File: src/rtl/elevator_pkg.sv
// Shared types and default constants for the elevator scheduler.
// The optional emergency stop is enabled by defining ELEV_ESTOP_EN.
package elevator_pkg;

   localparam int FLOOR_W            = 3;
   localparam int DEF_NUM_FLOORS     = 5;
   localparam int DEF_TRAVEL_CYCLES  = 8;
   localparam int DEF_DOOR_CYCLES    = 4;

   localparam logic DIR_UP   = 1'b0;
   localparam logic DIR_DOWN = 1'b1;

   typedef enum logic [1:0] {
      ST_IDLE = 2'd0,
      ST_MOVE = 2'd1,
      ST_DOOR = 2'd2
   } state_e;

   // Width of a down-counter whose largest load value is max_val.
   function automatic int cnt_w(input int max_val);
      int w;
      w = 1;
      for (int i = 1; i < 32; i++) begin
         if ((1 << i) <= max_val) begin
            w = i + 1;
         end else begin
            w = w;
         end
      end
      return w;
   endfunction

endpackage

File: src/rtl/elevator_call_latch.sv
// Sticky pending-call register with one-hot clear, plus reductions of the
// outstanding calls above and below a reference floor.
module elevator_call_latch #(
   parameter int NUM_FLOORS = elevator_pkg::DEF_NUM_FLOORS,
   parameter int FLOOR_W    = elevator_pkg::FLOOR_W
) (
   input  logic                  i_clk,
   input  logic                  i_rst,
   input  logic [NUM_FLOORS-1:0] i_set,
   input  logic [NUM_FLOORS-1:0] i_clr,
   input  logic [FLOOR_W-1:0]    i_floor,
   output logic [NUM_FLOORS-1:0] o_pending,
   output logic                  o_above,
   output logic                  o_below
);

   logic [NUM_FLOORS-1:0] r_pending;
   logic                  w_above;
   logic                  w_below;

   // Pending register: new calls set, the served floor clears (clear wins).
   always_ff @(posedge i_clk) begin
      if (i_rst) begin
         r_pending <= {NUM_FLOORS{1'b0}};
      end else begin
         r_pending <= (r_pending | i_set) & ~i_clr;
      end
   end

   // Any outstanding call strictly above / below the reference floor.
   always_comb begin
      w_above = 1'b0;
      w_below = 1'b0;
      for (int i = 0; i < NUM_FLOORS; i++) begin
         w_above = w_above | (r_pending[i] & (FLOOR_W'(i) > i_floor));
         w_below = w_below | (r_pending[i] & (FLOOR_W'(i) < i_floor));
      end
   end

   assign o_pending = r_pending;
   assign o_above   = w_above;
   assign o_below   = w_below;

endmodule

File: src/rtl/elevator_scheduler_chk.sv
// Protocol checks for the scheduler: the car never heads past the end floors.
module elevator_scheduler_chk #(
   parameter int NUM_FLOORS = elevator_pkg::DEF_NUM_FLOORS,
   parameter int FLOOR_W    = elevator_pkg::FLOOR_W
) (
   input logic               i_clk,
   input logic               i_rst,
   input logic [FLOOR_W-1:0] i_floor,
   input logic               i_dir,
   input logic               i_moving
);

   a_floor_range: assert property (@(posedge i_clk) disable iff (i_rst)
      i_floor <= FLOOR_W'(NUM_FLOORS - 1));

   a_no_up_at_top: assert property (@(posedge i_clk) disable iff (i_rst)
      !(i_moving && (i_dir == elevator_pkg::DIR_UP) && (i_floor == FLOOR_W'(NUM_FLOORS - 1))));

   a_no_down_at_ground: assert property (@(posedge i_clk) disable iff (i_rst)
      !(i_moving && (i_dir == elevator_pkg::DIR_DOWN) && (i_floor == {FLOOR_W{1'b0}})));

endmodule

File: src/rtl/elevator_scheduler.sv
// SCAN-order elevator car scheduler with travel and door timers.
// Define ELEV_ESTOP_EN to add the i_estop freeze input.
module elevator_scheduler #(
   parameter int NUM_FLOORS    = elevator_pkg::DEF_NUM_FLOORS,
   parameter int FLOOR_W       = elevator_pkg::FLOOR_W,
   parameter int TRAVEL_CYCLES = elevator_pkg::DEF_TRAVEL_CYCLES,
   parameter int DOOR_CYCLES   = elevator_pkg::DEF_DOOR_CYCLES
) (
   input  logic                  i_clk,
   input  logic                  i_rst,
`ifdef ELEV_ESTOP_EN
   input  logic                  i_estop,
`endif
   input  logic [NUM_FLOORS-1:0] i_call_req,
   output logic [FLOOR_W-1:0]    o_floor,
   output logic                  o_dir,
   output logic                  o_moving,
   output logic                  o_door_open,
   output logic                  o_arrive,
   output logic [NUM_FLOORS-1:0] o_pending
);

   import elevator_pkg::*;

   localparam int CNT_MAX = ((TRAVEL_CYCLES > DOOR_CYCLES) ? TRAVEL_CYCLES : DOOR_CYCLES) - 1;
   localparam int CNT_W   = cnt_w(CNT_MAX);
   localparam logic [CNT_W-1:0]      TRAVEL_LOAD = CNT_W'(TRAVEL_CYCLES - 1);
   localparam logic [CNT_W-1:0]      DOOR_LOAD   = CNT_W'(DOOR_CYCLES - 1);
   localparam logic [CNT_W-1:0]      CNT_ZERO    = {CNT_W{1'b0}};
   localparam logic [CNT_W-1:0]      CNT_ONE     = {{(CNT_W-1){1'b0}}, 1'b1};
   localparam logic [NUM_FLOORS-1:0] ONE_HOT0    = {{(NUM_FLOORS-1){1'b0}}, 1'b1};
   localparam logic [FLOOR_W-1:0]    FLOOR_ONE   = {{(FLOOR_W-1){1'b0}}, 1'b1};

   state_e                r_state, w_state_nxt;
   logic [FLOOR_W-1:0]    r_floor, w_floor_nxt, w_next_floor;
   logic                  r_dir, w_dir_nxt;
   logic [CNT_W-1:0]      r_cnt, w_cnt_nxt;
   logic                  r_arrive, w_arrive_nxt;
   logic                  r_moving;
   logic                  r_door;
   logic [NUM_FLOORS-1:0] w_clr;
   logic [NUM_FLOORS-1:0] w_pending;
   logic [NUM_FLOORS-1:0] w_here_oh, w_next_oh;
   logic                  w_above, w_below;
   logic                  w_pend_here, w_pend_next, w_call_here;
   logic                  w_run;

`ifdef ELEV_ESTOP_EN
   assign w_run = ~i_estop;
`else
   assign w_run = 1'b1;
`endif

   elevator_call_latch #(
      .NUM_FLOORS (NUM_FLOORS),
      .FLOOR_W    (FLOOR_W)
   ) u_call_latch (
      .i_clk     (i_clk),
      .i_rst     (i_rst),
      .i_set     (i_call_req),
      .i_clr     (w_clr),
      .i_floor   (r_floor),
      .o_pending (w_pending),
      .o_above   (w_above),
      .o_below   (w_below)
   );

   // Floor the car reaches on its next step in the current direction.
   always_comb begin
      if (r_dir == DIR_UP) begin
         w_next_floor = r_floor + FLOOR_ONE;
      end else begin
         w_next_floor = r_floor - FLOOR_ONE;
      end
   end

   // Shifting past the top floor yields zero, so no out-of-range indexing.
   assign w_here_oh   = ONE_HOT0 << r_floor;
   assign w_next_oh   = ONE_HOT0 << w_next_floor;
   assign w_pend_here = |(w_pending & w_here_oh);
   assign w_pend_next = |(w_pending & w_next_oh);
   assign w_call_here = |(i_call_req & w_here_oh);

   // Next-state, counter and pending-clear logic.
   always_comb begin
      w_state_nxt  = r_state;
      w_floor_nxt  = r_floor;
      w_dir_nxt    = r_dir;
      w_cnt_nxt    = r_cnt;
      w_arrive_nxt = 1'b0;
      w_clr        = {NUM_FLOORS{1'b0}};
      case (r_state)
         ST_IDLE: begin
            if (!w_run) begin
               w_state_nxt = r_state;
            end else if (w_pend_here) begin
               w_state_nxt = ST_DOOR;
               w_clr       = w_here_oh;
               w_cnt_nxt   = DOOR_LOAD;
            end else if (w_above || w_below) begin
               w_state_nxt = ST_MOVE;
               w_cnt_nxt   = TRAVEL_LOAD;
               if (w_above && ((r_dir == DIR_UP) || !w_below)) begin
                  w_dir_nxt = DIR_UP;
               end else begin
                  w_dir_nxt = DIR_DOWN;
               end
            end else begin
               w_state_nxt = r_state;
            end
         end
         ST_MOVE: begin
            if (!w_run) begin
               w_state_nxt = r_state;
            end else if (r_cnt != CNT_ZERO) begin
               w_cnt_nxt = r_cnt - CNT_ONE;
            end else begin
               w_floor_nxt  = w_next_floor;
               w_arrive_nxt = 1'b1;
               // Beyond-check uses the old floor: the new floor's bit is known clear here.
               if (w_pend_next) begin
                  w_state_nxt = ST_DOOR;
                  w_clr       = w_next_oh;
                  w_cnt_nxt   = DOOR_LOAD;
               end else if ((r_dir == DIR_UP) ? w_above : w_below) begin
                  w_cnt_nxt = TRAVEL_LOAD;
               end else begin
                  w_state_nxt = ST_IDLE;
               end
            end
         end
         ST_DOOR: begin
            w_clr = w_here_oh;
            if (!w_run) begin
               w_state_nxt = r_state;
            end else if (w_call_here) begin
               w_cnt_nxt = DOOR_LOAD;
            end else if (r_cnt == CNT_ZERO) begin
               w_state_nxt = ST_IDLE;
            end else begin
               w_cnt_nxt = r_cnt - CNT_ONE;
            end
         end
         default: begin
            w_state_nxt = ST_IDLE;
         end
      endcase
   end

   // State, position and registered status outputs.
   always_ff @(posedge i_clk) begin
      if (i_rst) begin
         r_state  <= ST_IDLE;
         r_floor  <= {FLOOR_W{1'b0}};
         r_dir    <= DIR_UP;
         r_cnt    <= CNT_ZERO;
         r_arrive <= 1'b0;
         r_moving <= 1'b0;
         r_door   <= 1'b0;
      end else begin
         r_state  <= w_state_nxt;
         r_floor  <= w_floor_nxt;
         r_dir    <= w_dir_nxt;
         r_cnt    <= w_cnt_nxt;
         r_arrive <= w_arrive_nxt;
         r_moving <= (w_state_nxt == ST_MOVE);
         r_door   <= (w_state_nxt == ST_DOOR);
      end
   end

   assign o_floor     = r_floor;
   assign o_dir       = r_dir;
   assign o_moving    = r_moving;
   assign o_door_open = r_door;
   assign o_arrive    = r_arrive;
   assign o_pending   = w_pending;

   elevator_scheduler_chk #(
      .NUM_FLOORS (NUM_FLOORS),
      .FLOOR_W    (FLOOR_W)
   ) u_chk (
      .i_clk    (i_clk),
      .i_rst    (i_rst),
      .i_floor  (r_floor),
      .i_dir    (r_dir),
      .i_moving (r_moving)
   );

endmodule

File: config.mk
export PLATFORM = sky130hd
export DESIGN_NAME = elevator_scheduler
export DESIGN_NICKNAME = d
export VERILOG_FILES = /design/src/rtl/elevator_pkg.sv /design/src/rtl/elevator_call_latch.sv /design/src/rtl/elevator_scheduler_chk.sv /design/src/rtl/elevator_scheduler.sv
export SDC_FILE = /design/constraint.sdc
export NUM_CORES = 1
export LEC_CHECK = 0
export CAP_MARGIN = 20
export CORE_MARGIN = 5
export CORE_UTILIZATION = 59
export DETAILED_ROUTE_END_ITERATION = 10
export PLACE_DENSITY = 0.8
export SYNTH_ARGS = -nofsm -noshare
export SYNTH_HDL_FRONTEND = slang
export SYNTH_HIERARCHICAL = 1
export SYNTH_SLANG_ARGS = --single-unit
File: constraint.sdc
create_clock -name i_clk -period 3.2 [get_ports i_clk]
set_input_delay 0.48 -clock i_clk [delete_from_list [all_inputs] [get_ports i_clk]]
set_output_delay 0.48 -clock i_clk [all_outputs]
set_load 0.02 [all_outputs]
==> run metrics, run 1 <==
Post-CTS Setup Bufs=0; Die Width=77.7 um; worst-path maximum fanout=29; Root Driver=clkbuf_8; clock sink count=46; Area growth syn-to-layout=12.9%; Clock Latency Late Sink=0.31 ns; Synth warnings=6; Layout Cell Area excl Fill=3060 um^2; Fillers=364; Routed WL=6230 um; DR iter-0 viols=223; Port Buf Inserts=18; Syn Area/Cell=8.23 um^2; Final Hold Fails=0; antenna viol nets, final=0; PwrDens=1080 nW/um^2; First-pass DRT Iterations=6; post-DP HPWL=4370 um; Critical Path Sink Type=flop; EDFF count, synth=0; setup_tns=0 ns; met1 Use GR=30.6%; Post-CTS Resized=0; outcome=complete, no violations; GR met2 Demand/Resource=31.5%; layout cells sized above 1=9.46%; met3 Track Usage GR=3.94%; clk buf depth=2; Remaining DRCs=0; Via-to-Cell Ratio=6.24; # hold bufs at CTS=0; vias in the first global route=2,230; Die ar.=6040 um^2; H-Tree Depth=2; Clock transition at path regs=0.10 ns; FF+latch count, synth=46; ant diodes=0; WL per Instance=15.5 um; layer with the highest usage=met2; final setup margin=0.248 ns; CTS tree=built; Worst EP required=3.36 ns; Slew HR=38.8%; Top Ports=19; cell area after placement=2940 um^2; crit start category=flop; Syn Inst Count=329; max-slew violations=0; worst hold path type=flop to flop; worst vdd ir=0.535 mV; total grt overflow=0; Primary FF master, synth=dfxtp_1; min Tclk post-route=2.95 ns; Yosys cell types=49; RePlAce Congestion=0.917; TritonCTS buffer count=5; dpl ws=0.280 ns; Mapped Area=2710 um^2; MaxCap Viol Count=0; largest net degree at the start of global routing=30; LEAKAGE=1.21 nW; final net count=366; RSZ-0062 raised after global routing=false; Final Util=69.2%; Worst Tran Pin Value=0.919 ns; Async S/R FF share, synth=0%; critical setup path kind=flop to flop; Rows=24; first-pass GRT wire length=10,600 um; syn_nets=347; Initial Utilization=61.3%; Via Count=2,504; Total Routing Usage GR=21.0%; CP arrival=3.11 ns; Die Y=77.7 um; crit share post-route=92.3%; sequential share of the synthesized area=34.0%; Max Fclk=0.339 GHz; endpoints failing setup=0; initial antenna violation count=0; skew final=0.0104 ns; core area=4410 um^2
path summary, 6_finish.rpt:
| kind | from | end | slack [ns] | depth (start not counted) |
|---|---|---|---|---|
| setup / recovery | o_floor[2] | r_cnt[6] | 0.25 | 10 |
| setup reg to reg | o_floor[2] | r_cnt[6] | 0.25 | 10 |
| hold / removal | r_cnt[27] | r_cnt[27] | 0.49 | 2 |
| hold reg to reg | r_cnt[27] | r_cnt[27] | 0.49 | 2 |
report_power, final:
part           internal, mW  switching [mW]  total, mW  leakage, nW
clock                 0.234           0.214      0.449       0.0585
sequential            0.695           0.126      0.821        0.374
combinational         0.822            1.22       2.04        0.777
total                  1.75            1.56       3.31         1.21
Yosys cell counts (all sizes together), types with 2 or more instances:
| master | n | share of area, % |
|---|---|---|
| or4 | 13 | 3.7 |
| mux2i | 4 | 1.5 |
| mux2 | 3 | 1.2 |
| a21oi | 28 | 5.2 |
| a22oi | 7 | 1.9 |
| inv | 9 | 1.2 |
| nand4 | 8 | 1.8 |
| nor4 | 9 | 2.9 |
| ha | 10 | 4.6 |
| and2 | 4 | 0.92 |
| o21ai | 16 | 3.1 |
| nor3b | 2 | 0.55 |
| nand3 | 10 | 1.8 |
| nor2b | 3 | 0.69 |
| nand2b | 5 | 1.2 |
| a31oi | 2 | 0.46 |
| o21a | 4 | 1.1 |
| a21o | 2 | 0.55 |
| clkbuf | 10 | 1.4 |
| buf | 7 | 2.0 |
| nor4b | 2 | 0.88 |
| nor3 | 18 | 3.7 |
| o31ai | 11 | 3.0 |
| a211oi | 2 | 0.55 |
| xor2 | 13 | 4.2 |
| nor2 | 45 | 6.2 |
| or2 | 5 | 1.2 |
| or3 | 12 | 2.8 |
| nand2 | 8 | 1.1 |
| dfxtp | 46 | 34 |
stage by stage:
step | total power, mW | instances | hold slack [ns]
CTS | 3.31 | 401 | 0.491
global placement | 2.78 | 393 | 0.468
detailed placement | 2.84 | 393 | 0.478
finish | 3.31 | 401 | 0.491
floorplan | 2.39 | 329 | 0.450
global route | 3.60 | 401 | 0.529
layer usage:
| metal | routed length, um | vias to the layer above | share of wire, % |
|---|---|---|---|
| li1 | - | 1241 | - |
| met1 | 3040 | 1183 | 49 |
| met4 | 71 | 0 | 1.1 |
| met5 | 0 | - | 0 |
| met2 | 2820 | 71 | 45 |
| met3 | 295 | 9 | 4.7 |
sequential cells by signal, summed over array words and instances, names as in the netlist:
register and count:
o_door_open 1, r_cnt 32, o_moving 1, o_arrive 1
u_call_latch/o_pending 5, o_floor 3, o_dir 1, r_state 2
area by class of cell:
| type | count | area [um^2] | share of cell area [%] |
|---|---|---|---|
| tap | 52 | 65.1 | 2.13 |
| sequential | 46 | 921 | 30.1 |
| clock inverter | 3 | 43.8 | 1.43 |
| multi-input combinational | 257 | 1660 | 54.4 |
| clock buffer | 5 | 68.8 | 2.25 |
| timing repair buffer | 29 | 263 | 8.60 |
| inverter | 9 | 33.8 | 1.11 |
kinds of logic (layout without fill, tap and decap cells):
| group | Yosys count | after routing | share of synthesized area [%] |
|---|---|---|---|
| xor gates and xnor gates | 15 | 15 | 5.36 |
| and+or+nand+nor | 147 | 147 | 30.4 |
| buffers and inverters | 26 | 46 | 4.62 |
| muxes | 7 | 7 | 2.73 |
| DFF | 46 | 46 | 34.0 |
| adders and majority gates | 11 | 11 | 5.36 |
| AOI/OAI and AO/OA | 77 | 77 | 17.5 |
worst max-delay path: stages, from the launching register on:
cell and delay [ns]:
dfxtp_1 0.63, o21a_1 0.17, nor3_1 0.04, o21ai_1 0.30, nor2_1 0.12, and2_1 0.19, a31oi_1 0.12, buf_4 0.22
and2_1 0.17, a21o_1 0.73, nor2_1 0.12
cells in the final DEF, fill, tap and decap left out, drive strengths merged, types with 9 or more instances in the layout:
cell type and instances:
ha 10, inv 10, nor2 45, o21ai 16
buf 11, dfxtp 46, or3 12, clkdlybuf4s50 18
nand3 10, a21oi 28, nor3 18, o31ai 11
xor2 13, or4 13, nor4 9
No activity file was read; power rests on OpenSTA's default activity.
==> run 2: changes to the inputs <==
--- a/config.mk
+++ b/config.mk
@@ -10,6 +10,7 @@
 export CORE_UTILIZATION = 59
 export DETAILED_ROUTE_END_ITERATION = 10
 export PLACE_DENSITY = 0.8
+export SLEW_MARGIN = 20
 export SYNTH_ARGS = -nofsm -noshare
 export SYNTH_HDL_FRONTEND = slang
 export SYNTH_HIERARCHICAL = 1
==> results of run 2 <==
No change in the layout: final DEF, timing and power equal those of run 1.
